[src/rtl/nh_lcd_data_reader.sv]
// Read side of the NH LCD 8080-style bus: sends one command, drops the dummy byte and
// packs each following R,G,B byte triple into a 24-bit word written to a ping-pong FIFO.
module nh_lcd_data_reader #(
    parameter int unsigned READ_PULSE  = 2,
    parameter logic [7:0]  CMD_DEFAULT = 8'h2E
) (
    input  logic        clk_i,
    input  logic        rst_ni,
    input  logic        start_i,
    input  logic [7:0]  cmd_i,
    input  logic [31:0] num_pixels_i,
    output logic        busy_o,
    output logic        done_o,
    input  logic [1:0]  fifo_rdy_i,
    output logic [1:0]  fifo_act_o,
    input  logic [23:0] fifo_size_i,
    output logic        fifo_stb_o,
    output logic [23:0] fifo_data_o,
    output logic        cmd_mode_o,
    output logic [7:0]  data_out_o,
    input  logic [7:0]  data_in_i,
    output logic        write_o,
    output logic        read_o,
    output logic        data_out_en_o,
    output logic [31:0] debug_o
);

    localparam int unsigned   TW         = (READ_PULSE > 1) ? $clog2(READ_PULSE) : 1;
    localparam logic [TW-1:0] PULSE_LAST = TW'(READ_PULSE - 1);

    typedef enum logic [3:0] {
        IDLE       = 4'd0,
        WRITE_CMD  = 4'd1,
        TURNAROUND = 4'd2,
        READ_HI    = 4'd3,
        READ_LO    = 4'd4,
        GET_FIFO   = 4'd5,
        PUSH       = 4'd6,
        RELEASE    = 4'd7,
        FINISH     = 4'd8
    } state_e;

    state_e        state_q, state_d;
    logic [TW-1:0] timer_q, timer_d;
    logic [1:0]    byteIdx_q, byteIdx_d;
    logic          pixelReady_q, pixelReady_d;
    logic [7:0]    rByte_q, rByte_d;
    logic [7:0]    gByte_q, gByte_d;
    logic [7:0]    bByte_q, bByte_d;
    logic [31:0]   total_q, total_d;
    logic [31:0]   pixelCount_q, pixelCount_d;
    logic [23:0]   chanCount_q, chanCount_d;
    logic          busy_q, busy_d;
    logic          done_q, done_d;
    logic [1:0]    fifoAct_q, fifoAct_d;
    logic          fifoStb_q, fifoStb_d;
    logic [23:0]   fifoData_q, fifoData_d;
    logic          cmdMode_q, cmdMode_d;
    logic [7:0]    dataOut_q, dataOut_d;
    logic          write_q, write_d;
    logic          read_q, read_d;
    logic          dataOutEn_q, dataOutEn_d;

    always_ff @(posedge clk_i or negedge rst_ni) begin
        if (!rst_ni) begin
            state_q      <= IDLE;
            timer_q      <= '0;
            byteIdx_q    <= 2'd0;
            pixelReady_q <= 1'b0;
            rByte_q      <= 8'd0;
            gByte_q      <= 8'd0;
            bByte_q      <= 8'd0;
            total_q      <= 32'd0;
            pixelCount_q <= 32'd0;
            chanCount_q  <= 24'd0;
            busy_q       <= 1'b0;
            done_q       <= 1'b0;
            fifoAct_q    <= 2'b00;
            fifoStb_q    <= 1'b0;
            fifoData_q   <= 24'd0;
            cmdMode_q    <= 1'b1;
            dataOut_q    <= CMD_DEFAULT;
            write_q      <= 1'b0;
            read_q       <= 1'b0;
            dataOutEn_q  <= 1'b1;
        end else begin
            state_q      <= state_d;
            timer_q      <= timer_d;
            byteIdx_q    <= byteIdx_d;
            pixelReady_q <= pixelReady_d;
            rByte_q      <= rByte_d;
            gByte_q      <= gByte_d;
            bByte_q      <= bByte_d;
            total_q      <= total_d;
            pixelCount_q <= pixelCount_d;
            chanCount_q  <= chanCount_d;
            busy_q       <= busy_d;
            done_q       <= done_d;
            fifoAct_q    <= fifoAct_d;
            fifoStb_q    <= fifoStb_d;
            fifoData_q   <= fifoData_d;
            cmdMode_q    <= cmdMode_d;
            dataOut_q    <= dataOut_d;
            write_q      <= write_d;
            read_q       <= read_d;
            dataOutEn_q  <= dataOutEn_d;
        end
    end

    // Every bus/FIFO output is registered and set on the transition into the state that owns it.
    always_comb begin
        state_d      = state_q;
        timer_d      = timer_q;
        byteIdx_d    = byteIdx_q;
        pixelReady_d = pixelReady_q;
        rByte_d      = rByte_q;
        gByte_d      = gByte_q;
        bByte_d      = bByte_q;
        total_d      = total_q;
        pixelCount_d = pixelCount_q;
        chanCount_d  = chanCount_q;
        busy_d       = busy_q;
        done_d       = 1'b0;
        fifoAct_d    = fifoAct_q;
        fifoStb_d    = 1'b0;
        fifoData_d   = fifoData_q;
        cmdMode_d    = cmdMode_q;
        dataOut_d    = dataOut_q;
        write_d      = 1'b0;
        read_d       = read_q;
        dataOutEn_d  = dataOutEn_q;

        unique case (state_q)
            IDLE: begin
                if (start_i) begin
                    if (num_pixels_i != 32'd0) begin
                        total_d      = num_pixels_i;
                        pixelCount_d = 32'd0;
                        chanCount_d  = 24'd0;
                        byteIdx_d    = 2'd0;
                        pixelReady_d = 1'b0;
                        busy_d       = 1'b1;
                        cmdMode_d    = 1'b0;
                        dataOut_d    = cmd_i;
                        write_d      = 1'b1;
                        state_d      = WRITE_CMD;
                    end else begin
                        done_d = 1'b1;
                    end
                end
            end

            WRITE_CMD: begin
                cmdMode_d   = 1'b1;
                dataOutEn_d = 1'b0;
                state_d     = TURNAROUND;
            end

            TURNAROUND: begin
                read_d  = 1'b1;
                timer_d = '0;
                state_d = READ_HI;
            end

            READ_HI: begin
                if (timer_q == PULSE_LAST) begin
                    case (byteIdx_q)
                        2'd1: rByte_d = data_in_i;
                        2'd2: gByte_d = data_in_i;
                        2'd3: begin
                            bByte_d      = data_in_i;
                            pixelReady_d = 1'b1;
                        end
                        default: ;
                    endcase
                    read_d  = 1'b0;
                    timer_d = '0;
                    state_d = READ_LO;
                end else begin
                    timer_d = timer_q + 1'b1;
                end
            end

            // The dummy byte and each completed pixel go through GET_FIFO before the next R.
            READ_LO: begin
                if (timer_q == PULSE_LAST) begin
                    timer_d = '0;
                    if (byteIdx_q == 2'd0 || byteIdx_q == 2'd3) begin
                        byteIdx_d = 2'd1;
                        state_d   = GET_FIFO;
                    end else begin
                        byteIdx_d = byteIdx_q + 2'd1;
                        read_d    = 1'b1;
                        state_d   = READ_HI;
                    end
                end else begin
                    timer_d = timer_q + 1'b1;
                end
            end

            GET_FIFO: begin
                if (pixelReady_q) begin
                    pixelReady_d = 1'b0;
                    fifoStb_d    = 1'b1;
                    fifoData_d   = {rByte_q, gByte_q, bByte_q};
                    pixelCount_d = pixelCount_q + 32'd1;
                    chanCount_d  = chanCount_q + 24'd1;
                    state_d      = PUSH;
                end else if (fifoAct_q != 2'b00) begin
                    read_d  = 1'b1;
                    timer_d = '0;
                    state_d = READ_HI;
                end else if (fifo_rdy_i[0]) begin
                    fifoAct_d   = 2'b01;
                    chanCount_d = 24'd0;
                    read_d      = 1'b1;
                    timer_d     = '0;
                    state_d     = READ_HI;
                end else if (fifo_rdy_i[1]) begin
                    fifoAct_d   = 2'b10;
                    chanCount_d = 24'd0;
                    read_d      = 1'b1;
                    timer_d     = '0;
                    state_d     = READ_HI;
                end
            end

            PUSH: begin
                if (chanCount_q == fifo_size_i || pixelCount_q == total_q) begin
                    fifoAct_d = 2'b00;
                    state_d   = RELEASE;
                end else begin
                    state_d = GET_FIFO;
                end
            end

            RELEASE: begin
                if (pixelCount_q != total_q) begin
                    state_d = GET_FIFO;
                end else begin
                    dataOutEn_d = 1'b1;
                    cmdMode_d   = 1'b1;
                    dataOut_d   = CMD_DEFAULT;
                    done_d      = 1'b1;
                    busy_d      = 1'b0;
                    state_d     = FINISH;
                end
            end

            FINISH: begin
                state_d = IDLE;
            end

            default: begin
                state_d = IDLE;
            end
        endcase
    end

    assign busy_o        = busy_q;
    assign done_o        = done_q;
    assign fifo_act_o    = fifoAct_q;
    assign fifo_stb_o    = fifoStb_q;
    assign fifo_data_o   = fifoData_q;
    assign cmd_mode_o    = cmdMode_q;
    assign data_out_o    = dataOut_q;
    assign write_o       = write_q;
    assign read_o        = read_q;
    assign data_out_en_o = dataOutEn_q;
    assign debug_o       = {24'd0, fifoAct_q, write_q, read_q, state_q};

endmodule

[config.mk]
export PLATFORM = sky130hd
export DESIGN_NAME = nh_lcd_data_reader
export DESIGN_NICKNAME = d
export VERILOG_FILES = /design/src/rtl/nh_lcd_data_reader.sv
export SDC_FILE = /design/constraint.sdc
export NUM_CORES = 1
export LEC_CHECK = 0
export CAP_MARGIN = 20
export CORE_UTILIZATION = 48
export CTS_CLUSTER_SIZE = 8
export DETAILED_ROUTE_END_ITERATION = 6
export PLACE_DENSITY = 0.77
export SETUP_SLACK_MARGIN = 0.3
export SYNTH_ARGS = -nofsm -noshare
export SYNTH_HDL_FRONTEND = slang
export SYNTH_SLANG_ARGS = --single-unit
export TNS_END_PERCENT = 20
[constraint.sdc]
create_clock -name clk_i -period 2.37 [get_ports clk_i]
set_clock_uncertainty 0.05 [all_clocks]
set_input_delay 0.711 -clock clk_i [delete_from_list [all_inputs] [get_ports clk_i]]
set_output_delay 0.711 -clock clk_i [all_outputs]
set_load 0.02 [all_outputs]
* After elaboration in Yosys (flattened, before gate mapping)
Index checks and enable logic that the tools add are counted.
** Word-level totals
- Bits in read-only memories :: 0
- Bits in latches :: 0
- Memories kept :: 0
- Word-level logic and storage cells :: 158
- RAM bits :: 0
- Flip-flop bits (word level) :: 161
- Input port bits :: 77
- Output and inout port bits :: 73
** Cells by class
- Bitwise logic cells :: 0
- Multipliers :: 0
- Shifts and indexed selects :: 0
- Order comparisons :: 0
- $add $sub $neg :: 4
- Divide/modulo/power cells :: 0
- Reduce and logical (&&, ||, !) cells :: 32
- Muxes and demuxes :: 73
- Equal/unequal tests :: 29
** Operator list (number)
- $mux 24 :: 6
- $mux 32 :: 3
- $pmux 32 s2 :: 1
- $pmux 24 s2 :: 1
- $mux 4 :: 9
- $add 32x1->32 const B :: 1
- $eq 32x32->1 :: 1
- $ne 32x32->1 :: 1
- $pmux 4 s8 :: 1
- $reduce_bool 32->1 :: 1
- $mux 1 :: 28
- $add 24x1->24 const B :: 1
- $eq 24x24->1 :: 1
- $mux 8 :: 3
- $ne 2x2->1 const B :: 11
- $mux 2 :: 10
- $reduce_and 5->1 :: 4
- $eq 4x3->1 const B :: 4
- $pmux 8 s2 :: 1
- $reduce_and 4->1 :: 4
- $reduce_and 3->1 :: 5
- $reduce_bool 2->1 :: 6
- $pmux 1 s3 :: 3
- $reduce_bool 3->1 :: 3
- 20 further kinds :: 29

* Longest topological paths before layout
Gate-level depths: netlist of the first run.
- Depth after elaboration :: 5
- Mapped depth :: 10
- Gate-level depth less buffers :: 8

* Worst setup path after synthesis of the first run
Ideal clock, no wire load.
- Path type :: register -> register
- Start :: register state_q[2]
- End :: register chanCount_q[11]
- Required time :: 2.241 ns
- Path slack :: -0.107 ns
- Arrival time :: 2.347 ns
- Cell stages (with the launch flop) :: 8
- Period minus slack after synthesis :: 2.477 ns
- Path through :: dfrtp_1 > buf_6 > or4_4 > a221o_1 > or2_1 > buf_6 > or3_1 > a21oi_1
** On the way
- Cells in the longest elaborated chain, start to end :: 3
- Elaborated cells on any way between the ends :: 9
** RTL lines
- from (decl) :: RTL line 43 : state_e state_q, state_d;
- from (signal assigned) :: RTL line 87 : state_q <= state_d;
- $eq 4x3->1 or $logic_not 4->1 (tied branches) :: RTL line 133 : unique case (state_q)
- $ne 4x4->1 (no source line), or another cell as far along
- $reduce_and 5->1 (no source line)
- to (signal assigned) :: RTL line 96 : chanCount_q <= chanCount_d;
- to (decl) :: RTL line 52 : logic [23:0] chanCount_q, chanCount_d;
Parallel ways exist; a longest one is shown, timed or not.
A chain may end at the register's enable or synchronous reset.

* Final worst setup path of the first run
- Start :: register state_q[3]
- End :: register chanCount_q[11]
The elaborated chain is that of the path after synthesis.

==> results of run 1 <==
## Yosys cell counts, types with 2 or more instances
cell	instances
sky130_fd_sc_hd__a211oi_1	2
sky130_fd_sc_hd__a21oi_1	22
sky130_fd_sc_hd__a22o_1	2
sky130_fd_sc_hd__a31oi_1	3
sky130_fd_sc_hd__and2_1	5
sky130_fd_sc_hd__and3_1	6
sky130_fd_sc_hd__buf_2	8
sky130_fd_sc_hd__buf_4	28
sky130_fd_sc_hd__buf_6	2
sky130_fd_sc_hd__clkbuf_1	27
sky130_fd_sc_hd__dfrtp_1	155
sky130_fd_sc_hd__dfstp_2	6
sky130_fd_sc_hd__ha_1	6
sky130_fd_sc_hd__inv_1	16
sky130_fd_sc_hd__mux2_2	24
sky130_fd_sc_hd__nand2_1	210
sky130_fd_sc_hd__nand2b_1	3
sky130_fd_sc_hd__nand3_1	22
sky130_fd_sc_hd__nand4_1	29
sky130_fd_sc_hd__nor2_1	84
sky130_fd_sc_hd__nor2b_1	2
sky130_fd_sc_hd__nor3_1	9
sky130_fd_sc_hd__nor4_1	30
sky130_fd_sc_hd__nor4b_1	4
sky130_fd_sc_hd__o21ai_0	21
sky130_fd_sc_hd__o22ai_1	9
sky130_fd_sc_hd__o31ai_1	2
sky130_fd_sc_hd__or3_1	7
sky130_fd_sc_hd__or4_1	2
sky130_fd_sc_hd__xnor2_1	73
sky130_fd_sc_hd__xor2_1	26
## where the power goes
part | total (mW) | switching (mW) | leakage (nW) | internal, mW
Combinational | 4.39 | 2.27 | 2.67 | 2.12
Sequential | 4.26 | 0.656 | 2.07 | 3.60
Clock | 2.60 | 1.22 | 0.260 | 1.38
## cells by family after synthesis
logic type               count (synthesis)  synth area share
XOR/XNOR                                99             0.109
flip-flops                             161             0.506
adder cells (fa/ha/maj)                  6           0.00941
AND/OR/NAND/NOR                        421             0.237
AO/OA/AOI/OAI                           68            0.0500
multiplexers                            24            0.0339
other                                    1          0.000470
buffers and inverters                   81            0.0544
## metrics by stage
stage / instance area, um^2 / power, mW / std cells
detailed placement: 9880 / 8.06 / 1238
finish: 11200 / 11.2 / 1294
floorplan: 8070 / 6.48 / 884
CTS: 10800 / 11.0 / 1278
global route: 11200 / 11.9 / 1294
global placement: 9880 / 7.96 / 1238
## metal layers
layer	GRT usage	up-vias
li1	-	3232
met1	0.309	3382
met2	0.431	275
met3	0.0537	46
met4	0.0852	0
met5	0	-
## sequential cells by signal, indices dropped and copies added, names as in the netlist, 2 cells and up
name,count
fifo_act_o,2
rByte_q,8
byteIdx_q,2
state_q,4
gByte_q,8
pixelCount_q,32
data_out_o,8
bByte_q,8
chanCount_q,24
total_q,32
fifo_data_o,24
## final cells by class
type | count | share of cell area
Tap cell | 216 | 0.0242
Clock buffer | 19 | 0.0388
Inverter | 16 | 0.00650
Sequential cell | 161 | 0.362
Timing Repair Buffer | 227 | 0.198
Multi-Input combinational cell | 642 | 0.360
Clock inverter | 13 | 0.0103
## repair_timing
item | 4_1_cts | 5_1_grt
hold endpoints to repair | 0 | 0
pin swaps | 16 | 32
resized for setup | 86 | 138
cloned | 5 | 1
buffers inserted | 3 | 15
setup endpoints to repair | 158 | 156
## worst max path at each step
stage,start,end,cells past startpoint
2_1_floorplan,state_q[2]$_DFFE_PN0P_,chanCount_q[11]$_DFFE_PN0P_,7
3_3_place_gp,num_pixels_i[17],chanCount_q[2]$_DFFE_PN0P_,10
3_5_place_dp,num_pixels_i[10],chanCount_q[2]$_DFFE_PN0P_,9
4_1_cts,state_q[3]$_DFFE_PN0P_,chanCount_q[11]$_DFFE_PN0P_,5
5_1_grt,state_q[3]$_DFFE_PN0P_,chanCount_q[5]$_DFFE_PN0P_,6
6_report,state_q[3]$_DFFE_PN0P_,chanCount_q[11]$_DFFE_PN0P_,5
==> summary by stage, run 1 <==
Setup path
The worst register-to-register path has a depth of 5. The total buffers and inverters traversed by the critical path is 0. Along the worst path, the maximum fanout reaches 6. The worst-path cell with the longest stage delay is sky130_fd_sc_hd__or4_4. For this run, the slowest stage of the critical path takes 0.55 ns. The worst register-to-register path ends at chanCount_q[11]$_DFFE_PN0P_.

Across all register-to-register paths, the minimum setup slack is 0.08 ns. The category of the critical setup timing path is reg -> reg. Traced cell by cell, the critical path runs through or4_4 > a221o_1 > or2_4 > or3_1 > a21oi_1.

STA classifies the critical path startpoint as a flop. The cell family contributing the most delay on the critical path is simple AND/OR/NAND/NOR gates. The required time reported for the critical path endpoint is 2.67 ns. Data on the critical path arrives at its endpoint at 2.59 ns. In this run the critical register-to-register path is launched from state_q[3]$_DFFE_PN0P_. The worst setup path is captured at a flop.

Synthesis
The share of the synthesized area in the top cell type is 0.486. The biggest area contributor in the post-synthesis netlist is sky130_fd_sc_hd__dfrtp_1. In the post-synthesis netlist, the biggest area contributors are sky130_fd_sc_hd__dfrtp_1 49%, sky130_fd_sc_hd__nand2_1 9.9%, sky130_fd_sc_hd__xnor2_1 8.0%. The async set-or-reset flop fraction in the synthesized netlist is 1.00. The count of different cell masters after synthesis is 47. The warning count from the yosys run is 0. For this run, the leading register cell type out of synthesis is sky130_fd_sc_hd__dfrtp_1. The combined area of all synthesized cells is 7980 um^2. The number of synthesized flops with an enable pin is 0. The synthesis-stage register bit count is 161.

In this run the mean area of a mapped cell was 9.27 um^2. The cell count after synthesis is 861. Of the synthesized area, sequential elements account for 0.506.

Routing
The number of vias per cell after detailed routing is 5.36. The number of detailed-route iterations in the first pass is 5. The highest layer touched by signal routing is met4.

Once detail routing completed, the nets flagged for antenna violations numbered 0. Detailed routing placed a total of 10900 um of wire on met2. The routed wire length on met3 is 1220 um. The violation count after the first detailed-route iteration is 474. The number of vias after detailed routing is 6935.

The residual DRC count is 0. The overall routed net length is 21300 um. The met1 routed wirelength after detailed routing is 8640 um. The average wire per cell in the routed design is 16.5 um.

Clocking
The library cell used as clock root buffer is sky130_fd_sc_hd__clkbuf_16. The sink count of the clock tree is 161. The maximum number of buffers from clock root to sink is 2. The clock latency at the later pin of the worst-skew pair is 0.43 ns. The H-tree was split into 4 levels. The total clock buffers created by CTS is 17. After clock tree synthesis, the clock-pin slew on the worst setup and hold paths is 0.06 ns. Hold repair after CTS inserted 0 buffers.

TritonCTS built the clock tree.

Floorplan
The width of the die is 131 um. The total area inside the core boundary comes to 16100 um^2. The initial core utilization is 0.497.

The boundary pin count is 150. After floorplanning, the core was divided into 46 placement rows. The die span in y is 131 um. The full die area is 17100 um^2.

Place
Routability-driven placement finished with a final weighted congestion of 0.919. Prior to clock tree synthesis, the placed netlist has a worst setup slack of -0.646 ns. The post-detailed-placement half-perimeter wirelength is 13800 um. The count of buffers from port buffering is 125.

Global route
The via count of the first global-routing pass is 6638. The global-route wire length before repair is 32600 um. The final global-route overflow total is 0. Entering global routing, the biggest net connects 47 pins. The initial antenna violation count is 0. The total global-route track usage is 0.249.

Outcome
The flow ran to the end, and the final reports show no timing, DRC or antenna violations.

Layout
Compared with the post-synthesis result, the final layout area differs by 39.9%. In the layout the commonest cells are 200 x sky130_fd_sc_hd__nand2_1, 150 x sky130_fd_sc_hd__dfrtp_1, 82 x sky130_fd_sc_hd__clkdlybuf4s50_1, 80 x sky130_fd_sc_hd__nor2_1, 80 x sky130_fd_sc_hd__buf_4. The number of antenna diodes in the final layout is 0. In the final layout, the multi-input gates occupy 4020 um^2. In the final layout, the share of cells above drive strength 1 is 0.240. The most common cell after layout, fill and taps aside is sky130_fd_sc_hd__nand2_1. The area taken by flip-flops and latches is 4040 um^2. In the final design database the tool counted 1148 nets. The final cell utilization of the core is 0.695. Counting the fill cells in the layout gives 1144.

STA
The count of final setup violators is 0. Setup repair after global routing could not meet its margin everywhere. The smallest setup slack after layout is 0.0753 ns. The highest clock rate is 0.436 GHz. Headroom to the max-slew limit came out at 0.618. The final hold violation count is 0. After routing, the total negative slack on setup checks comes to 0 ns. The number of max-slew violations in the final report is 0.

At the pin with the least slew margin, the transition time is 0.569 ns. The worst hold margin is 0.169 ns. The share of the clock period used by the worst path is 0.968.

The shortest clock period the worst path allows after layout is 2.29 ns.

Power
Across the VDD grid, the largest voltage drop is 0.705 mV. In this run the static leakage power is 4.99 nW. The total power divided by cell area is 1010 nW/um^2.

Worst hold path
The path type of the worst min-delay path is in -> async.

Job
The tool flagged a number of max-cap violations equal to 0.
No activity file was read; power rests on OpenSTA's default activity.
==> run 2, diff against run 1 <==
--- a/config.mk
+++ b/config.mk
@@ -6,10 +6,11 @@
 export NUM_CORES = 1
 export LEC_CHECK = 0
 export CAP_MARGIN = 20
-export CORE_UTILIZATION = 48
+export CORE_UTILIZATION = 50
 export CTS_CLUSTER_SIZE = 8
 export DETAILED_ROUTE_END_ITERATION = 6
 export PLACE_DENSITY = 0.77
+export REMOVE_ABC_BUFFERS = 1
 export SETUP_SLACK_MARGIN = 0.3
 export SYNTH_ARGS = -nofsm -noshare
 export SYNTH_HDL_FRONTEND = slang
==> constraint.sdc (replaced) <==
create_clock -name clk_i -period 2.15 [get_ports clk_i]
set_clock_uncertainty 0.05 [all_clocks]
set_input_delay 0.645 -clock clk_i [delete_from_list [all_inputs] [get_ports clk_i]]
set_output_delay 0.645 -clock clk_i [all_outputs]
set_load 0.02 [all_outputs]
==> run 2 against run 1 <==
  * The run now ends with setup timing left
  * Final area increased by 9.3%
  * First-iteration DRC count increased by 29%
  * Global-route usage increased by 1.5 points
  * Largest cell class is now multi-input combinational cells
  * Highest routed layer unchanged
==> summary by stage, run 2 (same netlist as run 1, synthesis figures left out) <==
Layout
Once layout is complete, the utilization of the core stands at 0.794. The largest registers in the layout are pixelCount_q x32, total_q x32. The share of post-route cells with drive strength above 1 is 0.384.

The final net count is 1164. In the layout the commonest cells are 153 x sky130_fd_sc_hd__nand2_1, 146 x sky130_fd_sc_hd__dfrtp_1, 82 x sky130_fd_sc_hd__buf_4, 60 x sky130_fd_sc_hd__xnor2_1, 54 x sky130_fd_sc_hd__nor2_1. The finished cells cover 12200 um^2. The most common cell after layout, fill and taps aside is sky130_fd_sc_hd__nand2_1. The number of inserted diodes is 0. The synthesis-to-finish area growth is 52.8%.

Setup path
Data arrives at the worst endpoint at 2.59 ns. The kind of capture point of the worst setup path is a flop. The category of the critical setup timing path is reg -> reg.

The critical-path maximum fanout is 7. The category of the worst setup path launch point is a flop. The required time reported for the critical path endpoint is 2.48 ns.

Place
The count of buffers from port buffering is 125. Timing analysis after detailed placement gives a worst setup slack of -0.655 ns. Once detailed placement completed, the half-perimeter wirelength came to 13500 um. Summing all placed instances gives a cell area of 10100 um^2. The weighted congestion at the end of routability-driven global placement is 0.868.

Global route
The initial antenna violation count is 0. The final global-route overflow total is 0. The via count of the first global-routing pass is 6869. The first global-routing pass estimated 33900 um of wire. The total global-route track usage is 0.264. The largest net degree at the start of global routing is 44.

STA
The share of the clock period used by the worst path is 1.05. The final hold violation count is 0. The worst pin sits at a relative slew slack of 0.556. At the pin with the least slew margin, the transition time is 0.664 ns. In the post-route analysis, the smallest setup slack over all paths is -0.111 ns. The shortest clock period the worst path allows after layout is 2.26 ns. The highest clock rate is 0.442 GHz. Setup repair after global routing could not meet its margin everywhere. Setup violations remaining at the end of the flow were counted as 20. The number of max-slew violations in the final report is 0.

Routing
The detail route stage leaves a number of antenna-violating nets equal to 0. After the first detailed-routing iteration, the DRC count stood at 611. The residual DRC count is 0.

The overall routed net length is 25200 um. The number of detailed-route iterations in the first pass is 7. The number of vias per cell after detailed routing is 5.63. Detailed routing inserted a total of 7348 vias. Dividing the detail-routed wire length by the instance count gives 19.3 um.

Power
In this run the power density over the cells is 1090 nW/um^2. The worst voltage drop across the vdd grid is 0.910 mV. Summed over all cells, the static leakage comes to 5.54 nW.

Outcome
The checks that failed: setup timing. The run finished, with violations left.

Clocking
The library cell used as clock root buffer is sky130_fd_sc_hd__clkbuf_16. The number of H-tree branching levels is 4. The TritonCTS clock tree is done.

Buffers inserted to repair hold after CTS numbered 0. After clock tree synthesis, the clock-pin slew on the worst setup and hold paths is 0.07 ns. The sink count of the clock tree is 161.

No sink is reached through more buffers than the 2 on the longest clock path. The total clock buffers created by CTS is 17. The clock latency at the later pin of the worst-skew pair is 0.44 ns.

Floorplan
The area of the core is 15400 um^2. From bottom edge to top edge, the die measures 128 um. The width of the die is 128 um. The boundary pin count is 150. For this configuration, the core starts out at a cell density of 0.519.

The full die area is 16500 um^2. The floorplan row count is 45.

Worst hold path
The path type of the worst min-delay path is in -> async.

Job
Across the run, the number of max-cap violations was 0.
==> run 2: cell types whose count changed in the layout (fill, tap and decap cells not counted), moves of 11 or more <==
cell                              previous run  this run
sky130_fd_sc_hd__buf_6                      12        27
sky130_fd_sc_hd__clkbuf_2                   18        30
sky130_fd_sc_hd__clkdlybuf4s15_1             3        24
sky130_fd_sc_hd__clkdlybuf4s50_1            82        40
sky130_fd_sc_hd__mux2_2                     24         1
sky130_fd_sc_hd__mux2_4                      0        23
sky130_fd_sc_hd__nand2_1                   200       153
sky130_fd_sc_hd__nand2_2                     5        34
sky130_fd_sc_hd__nand2_4                     5        23
sky130_fd_sc_hd__nor2_1                     80        54
sky130_fd_sc_hd__nor2_4                      1        23
sky130_fd_sc_hd__xnor2_1                    71        60
==> run 2: worst max-delay path, stage by stage (launching register included) <==
cell                      delay, ns
sky130_fd_sc_hd__dfrtp_1       0.40
sky130_fd_sc_hd__or4_4         0.55
sky130_fd_sc_hd__a221o_1       0.39
sky130_fd_sc_hd__or2_4         0.28
sky130_fd_sc_hd__or3_4         0.38
sky130_fd_sc_hd__a21oi_2       0.13
==> run 2: layout make-up <==
type                    instances  area (um^2)
multi-input cells             642         4890
repair inverters                1         11.3
clock inverters                15          161
clock buffers                  17          425
flip-flops and latches        161         4050
inverters                      16         72.6
repair buffers                242         2330
fillers                       875         3170
well taps                     211          264
==> run 2: through the flow <==
step / power, mW / instances / TNS, ns / hold WS [ns]
after global routing: 13.9 / 1305 / -2.56 / 0.102
after detailed placement: 8.97 / 1257 / -51.68 / 0.401
after CTS: 12.1 / 1293 / -0.552 / 0.0883
after floorplan: 6.92 / 819 / -91.62 / 0.299
final: 13.3 / 1305 / -0.906 / 0.0857
after global placement: 8.87 / 1257 / -49.02 / 0.395
==> run 2: worst paths after layout <==
kind | from | to | slack (ns) | cells past startpoint
max | state_q[2]$_DFFE_PN0P_ | chanCount_q[3]$_DFFE_PN0P_ | -0.11 | 5
min | rst_ni | pixelCount_q[11]$_DFFE_PN0P_ | 0.09 | 1
max reg2reg | state_q[2]$_DFFE_PN0P_ | chanCount_q[3]$_DFFE_PN0P_ | -0.11 | 5
min reg2reg | fifo_data_o[21]$_DFFE_PN0P_ | fifo_data_o[21]$_DFFE_PN0P_ | 0.43 | 2
max in group asynchronous | rst_ni | data_out_o[2]$_DFFE_PN1P_ | 1.34 | 2
min in group clk_i | fifo_data_o[21]$_DFFE_PN0P_ | fifo_data_o[21]$_DFFE_PN0P_ | 0.43 | 2
==> run 2: metal layers <==
layer / routed length [um] / GRT usage
met1: 9890 / 0.340
met2: 13000 / 0.446
met3: 1560 / 0.0607
met4: 796 / 0.0768
met5: 0 / 0
==> run 2: where the power goes <==
| part | total (mW) | internal [mW] | switching, mW |
|---|---|---|---|
| Sequential | 4.77 | 3.97 | 0.798 |
| Combinational | 5.49 | 2.47 | 3.02 |
| Clock | 3.04 | 1.56 | 1.48 |
| Total | 13.3 | 8.01 | 5.29 |
==> run 2: repair_timing <==
action	in CTS	in global routing
resized for setup	230	339
pin swaps	19	118
setup buffers	3	5
setup endpoints to repair	184	175
gates cloned	1	7
